===== config.mk =====
export PLATFORM = sky130hd
export DESIGN_NAME = cdb_broadcast_queue_flat
export DESIGN_NICKNAME = d
export VERILOG_FILES = /design/src/rtl/cdb_broadcast_queue_pkg.sv /design/src/rtl/cdb_broadcast_queue_if.sv /design/src/rtl/cdb_broadcast_queue_rr_arbiter.sv /design/src/rtl/cdb_broadcast_queue.sv /design/src/flat_wrapper.sv
export SDC_FILE = /design/constraint.sdc
export NUM_CORES = 1
export LEC_CHECK = 0
export CAP_MARGIN = 20
export CORE_ASPECT_RATIO = 1.75
export CORE_MARGIN = 3
export CORE_UTILIZATION = 49
export DETAILED_ROUTE_END_ITERATION = 10
export PLACE_DENSITY = 0.79
export SLEW_MARGIN = 30
export SYNTH_ARGS = -nofsm -noshare
export SYNTH_HDL_FRONTEND = slang
export SYNTH_SLANG_ARGS = --single-unit

===== constraint.sdc =====
create_clock -name clk -period 5.8 [get_ports clk]
set_input_delay 0.87 -clock clk [delete_from_list [all_inputs] [get_ports clk]]
set_output_delay 0.87 -clock clk [all_outputs]
set_load 0.01 [all_outputs]

===== src/rtl/cdb_broadcast_queue_pkg.sv =====
// Shared CPU parameter package.
// Holds the default functional-unit count, result and tag widths, and the CDB
// entry width. The issue, ROB and register-file blocks build on the same
// constants. entry_width() gives the {tag,result} width for any overridden
// parameter set.
package cdb_broadcast_queue_pkg;

   localparam int CPU_NUM_FU     = 4;
   localparam int CPU_DATA_WIDTH = 32;
   localparam int CPU_TAG_WIDTH  = 7;
   localparam int CPU_CDB_DEPTH  = 8;
   localparam int CDB_W          = CPU_TAG_WIDTH + CPU_DATA_WIDTH;

   function automatic int entry_width(input int tag_w, input int data_w);
      return tag_w + data_w;
   endfunction

endpackage


===== src/rtl/cdb_broadcast_queue_if.sv =====
// Bus bundle between the functional-unit array, the broadcast queue and the
// CDB consumers.
//   fu_done/fu_tag/fu_result : per-unit completion pulse and its payload
//   fu_queued                : per-unit one-cycle acknowledge
//   cdb_valid/cdb_tag/cdb_data, cdb_ready : CDB head with consumer handshake
//   count                    : queue occupancy
// The master modport is the queue's view. The slave modport is the view of
// the surrounding units.
interface cdb_broadcast_queue_if
   import cdb_broadcast_queue_pkg::*;
#(
   parameter int NUM_FU     = CPU_NUM_FU,
   parameter int DATA_WIDTH = CPU_DATA_WIDTH,
   parameter int TAG_WIDTH  = CPU_TAG_WIDTH,
   parameter int DEPTH      = CPU_CDB_DEPTH
);

   logic [NUM_FU-1:0]            fu_done;
   logic [NUM_FU*TAG_WIDTH-1:0]  fu_tag;
   logic [NUM_FU*DATA_WIDTH-1:0] fu_result;
   logic [NUM_FU-1:0]            fu_queued;
   logic                         cdb_valid;
   logic [TAG_WIDTH-1:0]         cdb_tag;
   logic [DATA_WIDTH-1:0]        cdb_data;
   logic                         cdb_ready;
   logic [$clog2(DEPTH):0]       count;

   modport master (
      input  fu_done, fu_tag, fu_result, cdb_ready,
      output fu_queued, cdb_valid, cdb_tag, cdb_data, count
   );

   modport slave (
      output fu_done, fu_tag, fu_result, cdb_ready,
      input  fu_queued, cdb_valid, cdb_tag, cdb_data, count
   );

endinterface


===== src/rtl/cdb_broadcast_queue_rr_arbiter.sv =====
// Round-robin arbiter. The dispatch stage reuses it.
//   clk, rst  : clock and synchronous active-high reset
//   req       : request vector
//   advance   : the grant was consumed this cycle. The pointer then moves
//               to the unit after the winner.
//   grant     : one-hot grant
//   grant_idx : encoded grant
//   any       : at least one request is present
// The search starts at rr_ptr. The pointer holds when no grant is consumed.
module rr_arbiter
   import cdb_broadcast_queue_pkg::*;
#(
   parameter int N  = CPU_NUM_FU,
   parameter int IW = (N > 1) ? $clog2(N) : 1
) (
   input  logic          clk,
   input  logic          rst,
   input  logic [N-1:0]  req,
   input  logic          advance,
   output logic [N-1:0]  grant,
   output logic [IW-1:0] grant_idx,
   output logic          any
);

   logic [IW-1:0] rr_ptr;

   always_comb begin
      int idx;
      grant     = '0;
      grant_idx = '0;
      any       = 1'b0;
      idx       = 0;
      for (int k = 0; k < N; k++) begin
         idx = int'(rr_ptr) + k;
         if (idx >= N) idx = idx - N;
         if (!any && req[idx]) begin
            any        = 1'b1;
            grant_idx  = IW'(idx);
            grant[idx] = 1'b1;
         end
      end
   end

   always_ff @(posedge clk) begin
      if (rst) begin
         rr_ptr <= '0;
      end else if (advance && any) begin
         rr_ptr <= (grant_idx == IW'(N - 1)) ? '0 : grant_idx + 1'b1;
      end
   end

endmodule


===== src/rtl/cdb_broadcast_queue.sv =====
// CDB broadcast queue.
// Captures one-cycle completion pulses from NUM_FU functional units. Grants
// them round-robin into a DEPTH-entry FIFO, one per cycle, and presents the
// FIFO head on the common data bus.
//   clk, rst : clock and synchronous active-high reset
//   bus      : cdb_broadcast_queue_if master modport. It carries the unit
//              done/tag/result inputs, the fu_queued acks, the CDB head with
//              cdb_ready, and the occupancy count.
// A unit's payload is sampled directly from its ports in the grant cycle.
// Units hold tag/result until one cycle after fu_queued, so no copy is kept.
module cdb_broadcast_queue
   import cdb_broadcast_queue_pkg::*;
#(
   parameter int NUM_FU     = CPU_NUM_FU,
   parameter int DATA_WIDTH = CPU_DATA_WIDTH,
   parameter int TAG_WIDTH  = CPU_TAG_WIDTH,
   parameter int DEPTH      = CPU_CDB_DEPTH
) (
   input logic                clk,
   input logic                rst,
   cdb_broadcast_queue_if.master bus
);

   localparam int EW = entry_width(TAG_WIDTH, DATA_WIDTH);
   localparam int PW = $clog2(DEPTH);
   localparam int CW = PW + 1;
   localparam int GW = (NUM_FU > 1) ? $clog2(NUM_FU) : 1;

   logic [NUM_FU-1:0] pending;
   logic [NUM_FU-1:0] req;
   logic [NUM_FU-1:0] grant;
   logic [GW-1:0]     grant_idx;
   logic              any;
   logic              push;
   logic              pop;
   logic [PW-1:0]     wr_ptr;
   logic [PW-1:0]     rd_ptr;
   logic [CW-1:0]     count;
   logic [NUM_FU-1:0] queued;
   logic [EW-1:0]     wr_entry;
   logic [EW-1:0]     head;
   logic [EW-1:0]     mem [DEPTH];

   // A done pulse can win arbitration in the cycle it arrives.
   assign req = pending | bus.fu_done;

   rr_arbiter #(.N(NUM_FU), .IW(GW)) u_arb (
      .clk       (clk),
      .rst       (rst),
      .req       (req),
      .advance   (push),
      .grant     (grant),
      .grant_idx (grant_idx),
      .any       (any)
   );

   assign pop  = (count != '0) & bus.cdb_ready;
   // A full FIFO still accepts a write when the head leaves in the same cycle.
   assign push = any & ((count < CW'(DEPTH)) | pop);

   always_comb begin
      wr_entry = '0;
      for (int i = 0; i < NUM_FU; i++) begin
         if (GW'(i) == grant_idx) begin
            wr_entry = {bus.fu_tag[i*TAG_WIDTH +: TAG_WIDTH],
                        bus.fu_result[i*DATA_WIDTH +: DATA_WIDTH]};
         end
      end
   end

   always_ff @(posedge clk) begin
      if (rst) begin
         pending <= '0;
         queued  <= '0;
         wr_ptr  <= '0;
         rd_ptr  <= '0;
         count   <= '0;
      end else begin
         pending <= req & ~(push ? grant : '0);
         // The ack is registered so that cdb_ready has no combinational path
         // back to the units' dispatch logic.
         queued  <= push ? grant : '0;
         if (push) wr_ptr <= wr_ptr + 1'b1;
         if (pop)  rd_ptr <= rd_ptr + 1'b1;
         case ({push, pop})
            2'b10:   count <= count + 1'b1;
            2'b01:   count <= count - 1'b1;
            default: count <= count;
         endcase
      end
   end

   // Storage is not reset. The pointers and count define which entries are live.
   always_ff @(posedge clk) begin
      if (push) mem[wr_ptr] <= wr_entry;
   end

   assign head          = mem[rd_ptr];
   assign bus.cdb_valid = (count != '0);
   assign bus.cdb_tag   = head[EW-1 -: TAG_WIDTH];
   assign bus.cdb_data  = head[DATA_WIDTH-1:0];
   assign bus.fu_queued = queued;
   assign bus.count     = count;

endmodule

===== src/flat_wrapper.sv =====
// flat-port wrapper written by rule: the top's interface ports become plain ports
module cdb_broadcast_queue_flat import cdb_broadcast_queue_pkg::*;
#(
   parameter int NUM_FU     = CPU_NUM_FU,
   parameter int DATA_WIDTH = CPU_DATA_WIDTH,
   parameter int TAG_WIDTH  = CPU_TAG_WIDTH,
   parameter int DEPTH      = CPU_CDB_DEPTH
)
  (clk, rst, bus_fu_done, bus_fu_tag, bus_fu_result, bus_cdb_ready, bus_fu_queued, bus_cdb_valid, bus_cdb_tag, bus_cdb_data, bus_count);
  cdb_broadcast_queue_if #(.NUM_FU(NUM_FU), .DATA_WIDTH(DATA_WIDTH), .TAG_WIDTH(TAG_WIDTH), .DEPTH(DEPTH)) bus_i ();
  input logic clk;
  input logic rst;
  input wire logic [$bits(bus_i.fu_done)-1:0] bus_fu_done;
  input wire logic [$bits(bus_i.fu_tag)-1:0] bus_fu_tag;
  input wire logic [$bits(bus_i.fu_result)-1:0] bus_fu_result;
  input wire logic [$bits(bus_i.cdb_ready)-1:0] bus_cdb_ready;
  output wire logic [$bits(bus_i.fu_queued)-1:0] bus_fu_queued;
  output wire logic [$bits(bus_i.cdb_valid)-1:0] bus_cdb_valid;
  output wire logic [$bits(bus_i.cdb_tag)-1:0] bus_cdb_tag;
  output wire logic [$bits(bus_i.cdb_data)-1:0] bus_cdb_data;
  output wire logic [$bits(bus_i.count)-1:0] bus_count;
  assign bus_i.fu_done = bus_fu_done;
  assign bus_i.fu_tag = bus_fu_tag;
  assign bus_i.fu_result = bus_fu_result;
  assign bus_i.cdb_ready = bus_cdb_ready;
  assign bus_fu_queued = bus_i.fu_queued;
  assign bus_cdb_valid = bus_i.cdb_valid;
  assign bus_cdb_tag = bus_i.cdb_tag;
  assign bus_cdb_data = bus_i.cdb_data;
  assign bus_count = bus_i.count;
  cdb_broadcast_queue #(.NUM_FU(NUM_FU), .DATA_WIDTH(DATA_WIDTH), .TAG_WIDTH(TAG_WIDTH), .DEPTH(DEPTH)) u_core (.clk(clk), .rst(rst), .bus(bus_i));
endmodule

==> results of run 1 <==
==> report_power, final <==
group | switching [mW] | internal (mW)
clock | 0.817 | 1.09
sequential | 0.195 | 4.16
combinational | 2.56 | 1.86
total | 3.57 | 7.12
==> sequential cells by signal (all words and copies together) (netlist names), named ones only <==
| register | cells |
|---|---|
| u_core.pending | 4 |
| u_core.bus.count | 4 |
| u_core.u_arb.rr_ptr | 2 |
| u_core.rd_ptr | 3 |
| u_core.mem | 312 |
| u_core.wr_ptr | 3 |
| u_core.bus.fu_queued | 4 |
==> through the flow <==
stage	cells	util, %	cell area, sq um
after floorplan	857	-	14300
after global placement	1417	59.1	17000
after detailed placement	1420	59.3	17000
after CTS	1473	62.5	18000
after global routing	1475	62.6	18000
final	1475	62.6	18000
==> final timing paths <==
| path | from | endpoint | slack [ps] | cells after the start |
|---|---|---|---|---|
| worst max register to register | u_core.u_arb.rr_ptr[1] | u_core.mem[1][11] | 1100 | 9 |
| worst max-delay path | u_core.u_arb.rr_ptr[1] | u_core.mem[1][11] | 1100 | 9 |
| worst min register to register | u_core.rd_ptr[1] | register | 480 | 2 |
| worst min-delay path | u_core.rd_ptr[1] | register | 480 | 2 |
==> routing by layer <==
layer | vias to the layer above | global-route usage [%]
met3 | 73 | 2.69
met2 | 340 | 40.2
met4 | 0 | 7.66
met5 | - | 0
met1 | 4339 | 26.2
li1 | 3849 | -
==> worst register-to-register path, stage by stage (launching register included) <==
cell	delay, ps
dfxtp_1	640
inv_1	190
ha_1	510
or4_1	610
o32a_1	240
o21a_1	150
a32oi_1	300
ha_4	780
a21oi_1	160
o21ai_0	770
==> cells in the mapped netlist (2+ instances only) <==
cell type / n / area share [%]
a211o_1: 2 / 0.12
a21oi_1: 55 / 1.9
a22oi_1: 47 / 2.5
buf_2: 9 / 0.32
clkbuf_1: 46 / 1.2
dfxtp_1: 23 / 3.2
edfxtp_1: 312 / 66
ha_1: 17 / 1.5
inv_1: 5 / 0.13
mux2_2: 39 / 3.1
mux4_2: 80 / 13
nand2_1: 56 / 1.5
nand3_1: 3 / 0.11
nor2_1: 61 / 1.6
nor3_1: 5 / 0.18
nor3b_1: 2 / 0.11
nor4_1: 2 / 0.088
nor4b_1: 2 / 0.12
nor4bb_1: 2 / 0.14
o21a_1: 2 / 0.11
o21ai_0: 47 / 1.6
o21ba_2: 4 / 0.28
or2_2: 3 / 0.13
or3_1: 2 / 0.088
or4_1: 2 / 0.11
xnor2_1: 2 / 0.12
xor2_1: 6 / 0.37
==> area by class of cell <==
cell class	count	share of cell area, %
clock inverters	18	1.04
clock buffers	35	4.16
flip-flops and latches	335	54.7
multi-input cells	460	23.9
well taps	378	2.63
repair buffers	242	13.4
inverters	6	0.125
diodes	1	0.0139
==> kinds of logic after synthesis <==
group / after synthesis / share of synthesized area, %
muxes: 120 / 15.8
and+or+nand+nor: 146 / 4.44
DFF: 335 / 68.9
xor gates and xnor gates: 8 / 0.491
AOI/OAI and AO/OA: 169 / 7.25
adders and majority gates: 17 / 1.49
buffers and inverters: 62 / 1.71
==> impl_metrics.prom, run 1 <==
# TYPE chip_impl_metric gauge
chip_impl_metric{name="grt.overflow.total",unit=""} 0
chip_impl_info{name="synth_ff_type",value="edfxtp_1"} 1
chip_impl_metric{name="post_cts.resized_instances",unit=""} 0
chip_impl_metric{name="drive_gt1_share",unit="%"} 19.5
chip_impl_metric{name="fill_cells",unit=""} 2067
chip_impl_metric{name="synthesis.nets",unit=""} 1037
chip_impl_metric{name="clock.fmax",unit="MHz"} 213
chip_impl_metric{name="htreeDepth",unit=""} 1
chip_impl_metric{name="number_of_antenna_violations_at_the_first_check_in_global_routing",unit=""} 1
chip_impl_metric{name="synth_warnings",unit=""} 0
chip_impl_metric{name="synthesis.area_per_instance",unit="sq um"} 16.7
chip_impl_metric{name="place_worst_setup_slack",unit="ps"} 857
chip_impl_metric{name="multiInputGateArea",unit="sq um"} 4300
chip_impl_metric{name="setup-tns-final",unit="ps"} 0
chip_impl_metric{name="number_of_enable_type_register_cells_in_the_synthesized_netlist",unit=""} 312
chip_impl_info{name="hold_class",value="register to register"} 1
chip_impl_metric{name="hold_violation_count_in_the_final_report",unit=""} 0
chip_impl_metric{name="routedWlPerCell",unit="um"} 23.3
chip_impl_metric{name="design.portCount",unit=""} 211
chip_impl_metric{name="drt-total-wl",unit="um"} 34400
chip_impl_info{name="final_common_cell",value="edfxtp_1"} 1
chip_impl_info{name="layout_common_cells",value="edfxtp_1, clkdlybuf4s50_1, mux4_2, nor2_1, nand2_1"} 1
chip_impl_metric{name="power_leakage",unit="nW"} 5.91
chip_impl_metric{name="crit_path_max_incr_delay",unit="ps"} 780
chip_impl_metric{name="detail_route.drc_violations",unit=""} 0
chip_impl_metric{name="drt-vias-per-instance",unit=""} 5.83
chip_impl_metric{name="slew_violations",unit=""} 0
chip_impl_metric{name="yosys_register_bits",unit=""} 335
chip_impl_metric{name="cts_buffer_depth",unit=""} 3
chip_impl_metric{name="timing.critical_path.fanout_max",unit=""} 78
chip_impl_metric{name="worst-endpoint-required",unit="ps"} 6020
chip_impl_info{name="startpoint_type",value="register"} 1
chip_impl_metric{name="fin_worst_hold_slack",unit="ps"} 481
chip_impl_metric{name="cts_setup_buffers",unit=""} 0
chip_impl_metric{name="worst_setup_hold_path_clk_slew",unit="ps"} 70
chip_impl_metric{name="power-per-cell-area",unit="nW/um^2"} 594
chip_impl_metric{name="dpl.hpwl",unit="um"} 21100
chip_impl_metric{name="design.final.nets",unit=""} 1254
chip_impl_metric{name="groute.usage.overall",unit="%"} 21.8
chip_impl_info{name="grt_setup_unrepaired",value="false"} 1
chip_impl_metric{name="dr.pass1.iters",unit=""} 5
chip_impl_metric{name="initial_utilization",unit="%"} 49.7
chip_impl_metric{name="slew-limit-headroom",unit="%"} 36.9
chip_impl_info{name="root_buffer",value="clkbuf_16"} 1
chip_impl_metric{name="crit_buf_inv",unit=""} 1
chip_impl_metric{name="drt-initial-drc-count",unit=""} 822
chip_impl_metric{name="dr_total_vias",unit=""} 8601
chip_impl_metric{name="final_antenna_net_count",unit=""} 0
chip_impl_metric{name="cts_inserted_buffers",unit=""} 29
chip_impl_metric{name="yosysSeqAreaShare",unit="%"} 68.9
chip_impl_metric{name="drv_cap",unit=""} 0
chip_impl_metric{name="global_placement_routability_congestion",unit=""} 1.00
chip_impl_metric{name="grt_max_degree",unit=""} 79
chip_impl_metric{name="final_setup_violating_endpoints",unit=""} 0
chip_impl_metric{name="period_minus_slack",unit="ps"} 4700
chip_impl_metric{name="mappedNetlistArea",unit="sq um"} 14300
chip_impl_metric{name="fin_worst_skew",unit="ps"} 11.6
chip_impl_metric{name="detailroute.wirelength.met3",unit="um"} 1920
chip_impl_info{name="clock_tree_from_tritoncts",value="built"} 1
chip_impl_metric{name="clk_lat_worst_skew",unit="ps"} 550
chip_impl_metric{name="placement_rows",unit=""} 82
chip_impl_info{name="timing.critical_path.cells",value="inv_1, ha_1, or4_1, o32a_1, o21a_1, a32oi_1, ha_4, a21oi_1, o21ai_0"} 1
chip_impl_metric{name="place.port_buffers",unit=""} 210
chip_impl_metric{name="grt_pass1_vias",unit=""} 8879
chip_impl_metric{name="async_flop_share",unit="%"} 0
chip_impl_metric{name="cp_data_arrival_time",unit="ps"} 4910
chip_impl_metric{name="routed-wl-met2",unit="um"} 18800
chip_impl_metric{name="post_route_m1_wl",unit="um"} 12400
chip_impl_metric{name="count_of_mapped_cells_out_of_synthesis",unit=""} 857
chip_impl_info{name="top_layer",value="met4"} 1
chip_impl_metric{name="final.period_utilization",unit="%"} 81.0
chip_impl_info{name="worstSetupPathType",value="register to register"} 1
chip_impl_metric{name="final.setup.worst_slack",unit="ps"} 1100
chip_impl_info{name="critical_path.top_delay_family",value="compound AO/OA/AOI/OAI gates"} 1
chip_impl_metric{name="worst-slew-pin-transition",unit="ps"} 936
chip_impl_metric{name="peakVddDrop",unit="mV"} 0.480
chip_impl_metric{name="totalPowerFinal",unit="mW"} 10.7
chip_impl_metric{name="synthToLayoutAreaGrowth",unit="%"} 26.0
chip_impl_metric{name="seq_area",unit="sq um"} 9840
chip_impl_info{name="critPathCaptureType",value="register"} 1
chip_impl_metric{name="fp.dieH",unit="um"} 232
chip_impl_metric{name="hold_buffers",unit=""} 0
chip_impl_metric{name="floorplan.die_area",unit="sq um"} 31300
chip_impl_metric{name="synth.distinct_cells",unit=""} 48
chip_impl_metric{name="clock_sink_count",unit=""} 335
chip_impl_info{name="run_status",value="finished, final reports clean"} 1
chip_impl_metric{name="die_x",unit="um"} 135
chip_impl_metric{name="core",unit="sq um"} 28700
chip_impl_info{name="slowest_stage",value="ha_4"} 1
chip_impl_metric{name="grt_first_pass_wirelength",unit="um"} 52100
No activity file was read; power rests on OpenSTA's default activity.
==> run 2: changes to the inputs <==
==> constraint.sdc (replaced) <==
create_clock -name clk -period 4.3 [get_ports clk]
set_input_delay 0.645 -clock clk [delete_from_list [all_inputs] [get_ports clk]]
set_output_delay 0.645 -clock clk [all_outputs]
set_load 0.01 [all_outputs]
==> impl_metrics.prom, run 2 (synthesized netlist as in run 1, its figures left out) <==
# TYPE chip_impl_metric gauge
chip_impl_metric{name="worst_setup_hold_path_clk_slew",unit="ps"} 70
chip_impl_metric{name="hold_buffers",unit=""} 0
chip_impl_metric{name="cp_data_arrival_time",unit="ps"} 4200
chip_impl_metric{name="grt_first_pass_wirelength",unit="um"} 53000
chip_impl_info{name="worstHoldStart",value="u_core.rd_ptr[1]"} 1
chip_impl_metric{name="design.portCount",unit=""} 211
chip_impl_metric{name="synthToLayoutAreaGrowth",unit="%"} 27.8
chip_impl_metric{name="largest_reg_flops",unit=""} 312
chip_impl_info{name="critPathCaptureType",value="register"} 1
chip_impl_info{name="hold_class",value="register to register"} 1
chip_impl_metric{name="grt.overflow.total",unit=""} 0
chip_impl_metric{name="global_placement_routability_congestion",unit=""} 0.952
chip_impl_metric{name="clock_sink_count",unit=""} 335
chip_impl_metric{name="detail_route.drc_violations",unit=""} 0
chip_impl_metric{name="place_worst_setup_slack",unit="ps"} -157
chip_impl_metric{name="dr_total_vias",unit=""} 8771
chip_impl_metric{name="grt_max_degree",unit=""} 45
chip_impl_metric{name="slew-limit-headroom",unit="%"} 40.6
chip_impl_metric{name="groute.usage.overall",unit="%"} 22.4
chip_impl_metric{name="final.period_utilization",unit="%"} 92.3
chip_impl_metric{name="fp.dieH",unit="um"} 232
chip_impl_metric{name="core",unit="sq um"} 28700
chip_impl_metric{name="hold_violation_count_in_the_final_report",unit=""} 0
chip_impl_metric{name="final_antenna_net_count",unit=""} 0
chip_impl_metric{name="drt-initial-drc-count",unit=""} 906
chip_impl_metric{name="timing.critical_path.fanout_max",unit=""} 20
chip_impl_metric{name="routed-wl-met2",unit="um"} 19000
chip_impl_info{name="root_buffer",value="clkbuf_16"} 1
chip_impl_metric{name="initial_utilization",unit="%"} 49.7
chip_impl_metric{name="placement_rows",unit=""} 82
chip_impl_metric{name="fin_worst_skew",unit="ps"} 15.7
chip_impl_info{name="cp_common_cell",value="a22oi_1"} 1
chip_impl_metric{name="dpl.hpwl",unit="um"} 21700
chip_impl_metric{name="cts_inserted_buffers",unit=""} 28
chip_impl_metric{name="reg2reg_setup_slack",unit="ps"} 330
chip_impl_info{name="timing.critical_path.cells",value="inv_2, ha_1, or4_1, o32a_1, o21a_1, a22oi_1, ha_2, buf_4, a22oi_1, nor2_1, a21oi_1, o21ai_0"} 1
chip_impl_metric{name="seq_area",unit="sq um"} 9840
chip_impl_metric{name="crit_path_max_incr_delay",unit="ps"} 680
chip_impl_metric{name="multiInputGateArea",unit="sq um"} 4320
chip_impl_info{name="max_flop_register",value="u_core.mem"} 1
chip_impl_info{name="run_status",value="finished, final reports clean"} 1
chip_impl_metric{name="drv_cap",unit=""} 0
chip_impl_metric{name="slew_violations",unit=""} 0
chip_impl_metric{name="drt-vias-per-instance",unit=""} 5.89
chip_impl_metric{name="design.final.nets",unit=""} 1269
chip_impl_metric{name="post_route_m1_wl",unit="um"} 12700
chip_impl_metric{name="cts_setup_buffers",unit=""} 0
chip_impl_metric{name="routedWlPerCell",unit="um"} 23.6
chip_impl_metric{name="setup-tns-final",unit="ps"} 0
chip_impl_info{name="r2r_end",value="u_core.mem[2][29]"} 1
chip_impl_metric{name="worst-slew-pin-transition",unit="ps"} 882
chip_impl_metric{name="final_setup_violating_endpoints",unit=""} 0
chip_impl_info{name="critical_path.top_delay_family",value="compound AO/OA/AOI/OAI gates"} 1
chip_impl_metric{name="finish.cell_count_without_fillers",unit=""} 1489
chip_impl_metric{name="htreeDepth",unit=""} 1
chip_impl_metric{name="worst-endpoint-required",unit="ps"} 4530
chip_impl_metric{name="place.port_buffers",unit=""} 210
chip_impl_metric{name="clk_lat_worst_skew",unit="ps"} 560
chip_impl_info{name="slowest_stage",value="o21ai_0"} 1
chip_impl_metric{name="number_of_antenna_violations_at_the_first_check_in_global_routing",unit=""} 1
chip_impl_metric{name="final.setup.worst_slack",unit="ps"} 329
chip_impl_metric{name="fill_cells",unit=""} 2000
chip_impl_info{name="final_common_cell",value="edfxtp_1"} 1
chip_impl_metric{name="dr.pass1.iters",unit=""} 5
chip_impl_metric{name="power-per-cell-area",unit="nW/um^2"} 811
chip_impl_info{name="top_layer",value="met4"} 1
chip_impl_metric{name="power_leakage",unit="nW"} 6.03
chip_impl_metric{name="clock.fmax",unit="MHz"} 252
chip_impl_info{name="startpoint_type",value="register"} 1
chip_impl_info{name="layout_common_cells",value="edfxtp_1, clkdlybuf4s50_1, mux4_2, nor2_1, nand2_1"} 1
chip_impl_metric{name="drt-total-wl",unit="um"} 35100
chip_impl_metric{name="reg2reg_depth",unit=""} 12
chip_impl_metric{name="number_of_placed_cells_counting_well_taps",unit=""} 1437
chip_impl_metric{name="peakVddDrop",unit="mV"} 0.610
chip_impl_info{name="r2r-start",value="u_core.u_arb.rr_ptr[0]"} 1
chip_impl_metric{name="die_x",unit="um"} 135
chip_impl_metric{name="min_path_cells",unit=""} 2
chip_impl_metric{name="cts_buffer_depth",unit=""} 3
chip_impl_metric{name="floorplan.die_area",unit="sq um"} 31300
chip_impl_metric{name="detailroute.wirelength.met3",unit="um"} 2430
chip_impl_metric{name="worst-path-stages",unit=""} 12
chip_impl_metric{name="layout.cell_area.non_filler",unit="sq um"} 18200
chip_impl_info{name="grt_setup_unrepaired",value="false"} 1
chip_impl_metric{name="grt_pass1_vias",unit=""} 9008
chip_impl_metric{name="dpl-instance-area",unit="sq um"} 17300
chip_impl_info{name="worstSetupPathType",value="register to register"} 1
chip_impl_info{name="clock_tree_from_tritoncts",value="built"} 1
chip_impl_metric{name="drive_gt1_share",unit="%"} 21.3
chip_impl_metric{name="period_minus_slack",unit="ps"} 3970
chip_impl_metric{name="post_cts.resized_instances",unit=""} 0
chip_impl_metric{name="crit_buf_inv",unit=""} 2
-- run 2: cell count changes in the layout (fill, tap and decap cells not counted), moves of 2 or more --
| cell | change |
|---|---|
| nor3_4 | +2 |
| clkbuf_1 | -5 |
| clkinv_4 | +4 |
| nor3b_2 | -2 |
| clkinv_1 | -3 |
| nor3b_4 | +2 |
| buf_4 | +9 |
| buf_12 | +9 |
| nor3_2 | -2 |
-- run 2: layout make-up --
class / count / share of cell area (%)
repair buffers: 258 / 14.4
diodes: 1 / 0.0137
multi-input cells: 460 / 23.7
clock buffers: 30 / 4.00
flip-flops and latches: 335 / 53.9
inverters: 6 / 0.123
well taps: 378 / 2.59
clock inverters: 21 / 1.27
-- run 2: power breakdown --
group / internal (mW) / switching (mW) / total (mW)
Sequential: 5.60 / 0.322 / 5.93
Clock: 1.48 / 1.13 / 2.62
Combinational: 2.78 / 3.47 / 6.25
-- run 2: layer usage --
| layer | track usage (%) | vias to the layer above |
|---|---|---|
| met1 | 26.8 | 4426 |
| met5 | 0 | - |
| met3 | 3.92 | 65 |
| met2 | 40.7 | 385 |
| met4 | 7.50 | 0 |
| li1 | - | 3895 |
-- run 2: worst max-delay path by stage --
stage,end,from,slack [ps]
3_3_place_gp,u_core.mem[2][35],bus_fu_done[0],120
6_report,u_core.mem[2][29],u_core.u_arb.rr_ptr[0],330
4_1_cts,u_core.mem[7][29],u_core.u_arb.rr_ptr[0],390
2_1_floorplan,u_core.mem[2][0],bus_fu_done[3],230
3_5_place_dp,u_core.mem[0][33],bus_fu_done[0],-160
5_1_grt,u_core.mem[4][33],u_core.u_arb.rr_ptr[0],60
-- run 2: through the flow --
| stage | utilization [%] | hold slack (ps) | total power [mW] |
|---|---|---|---|
| 6_report | 63.5 | 482 | 14.8 |
| 5_1_grt | 63.5 | 511 | 15.6 |
| 4_1_cts | 63.5 | 488 | 14.9 |
| 3_5_place_dp | 60.2 | 472 | 12.2 |
| 3_3_place_gp | 60.2 | 469 | 11.9 |
| 2_1_floorplan | - | 454 | 9.41 |
-- run 2: worst min-delay path: stages (launching register included) --
cell	delay, ps
dfxtp_1	320
nand2_1	50
a21oi_1	70
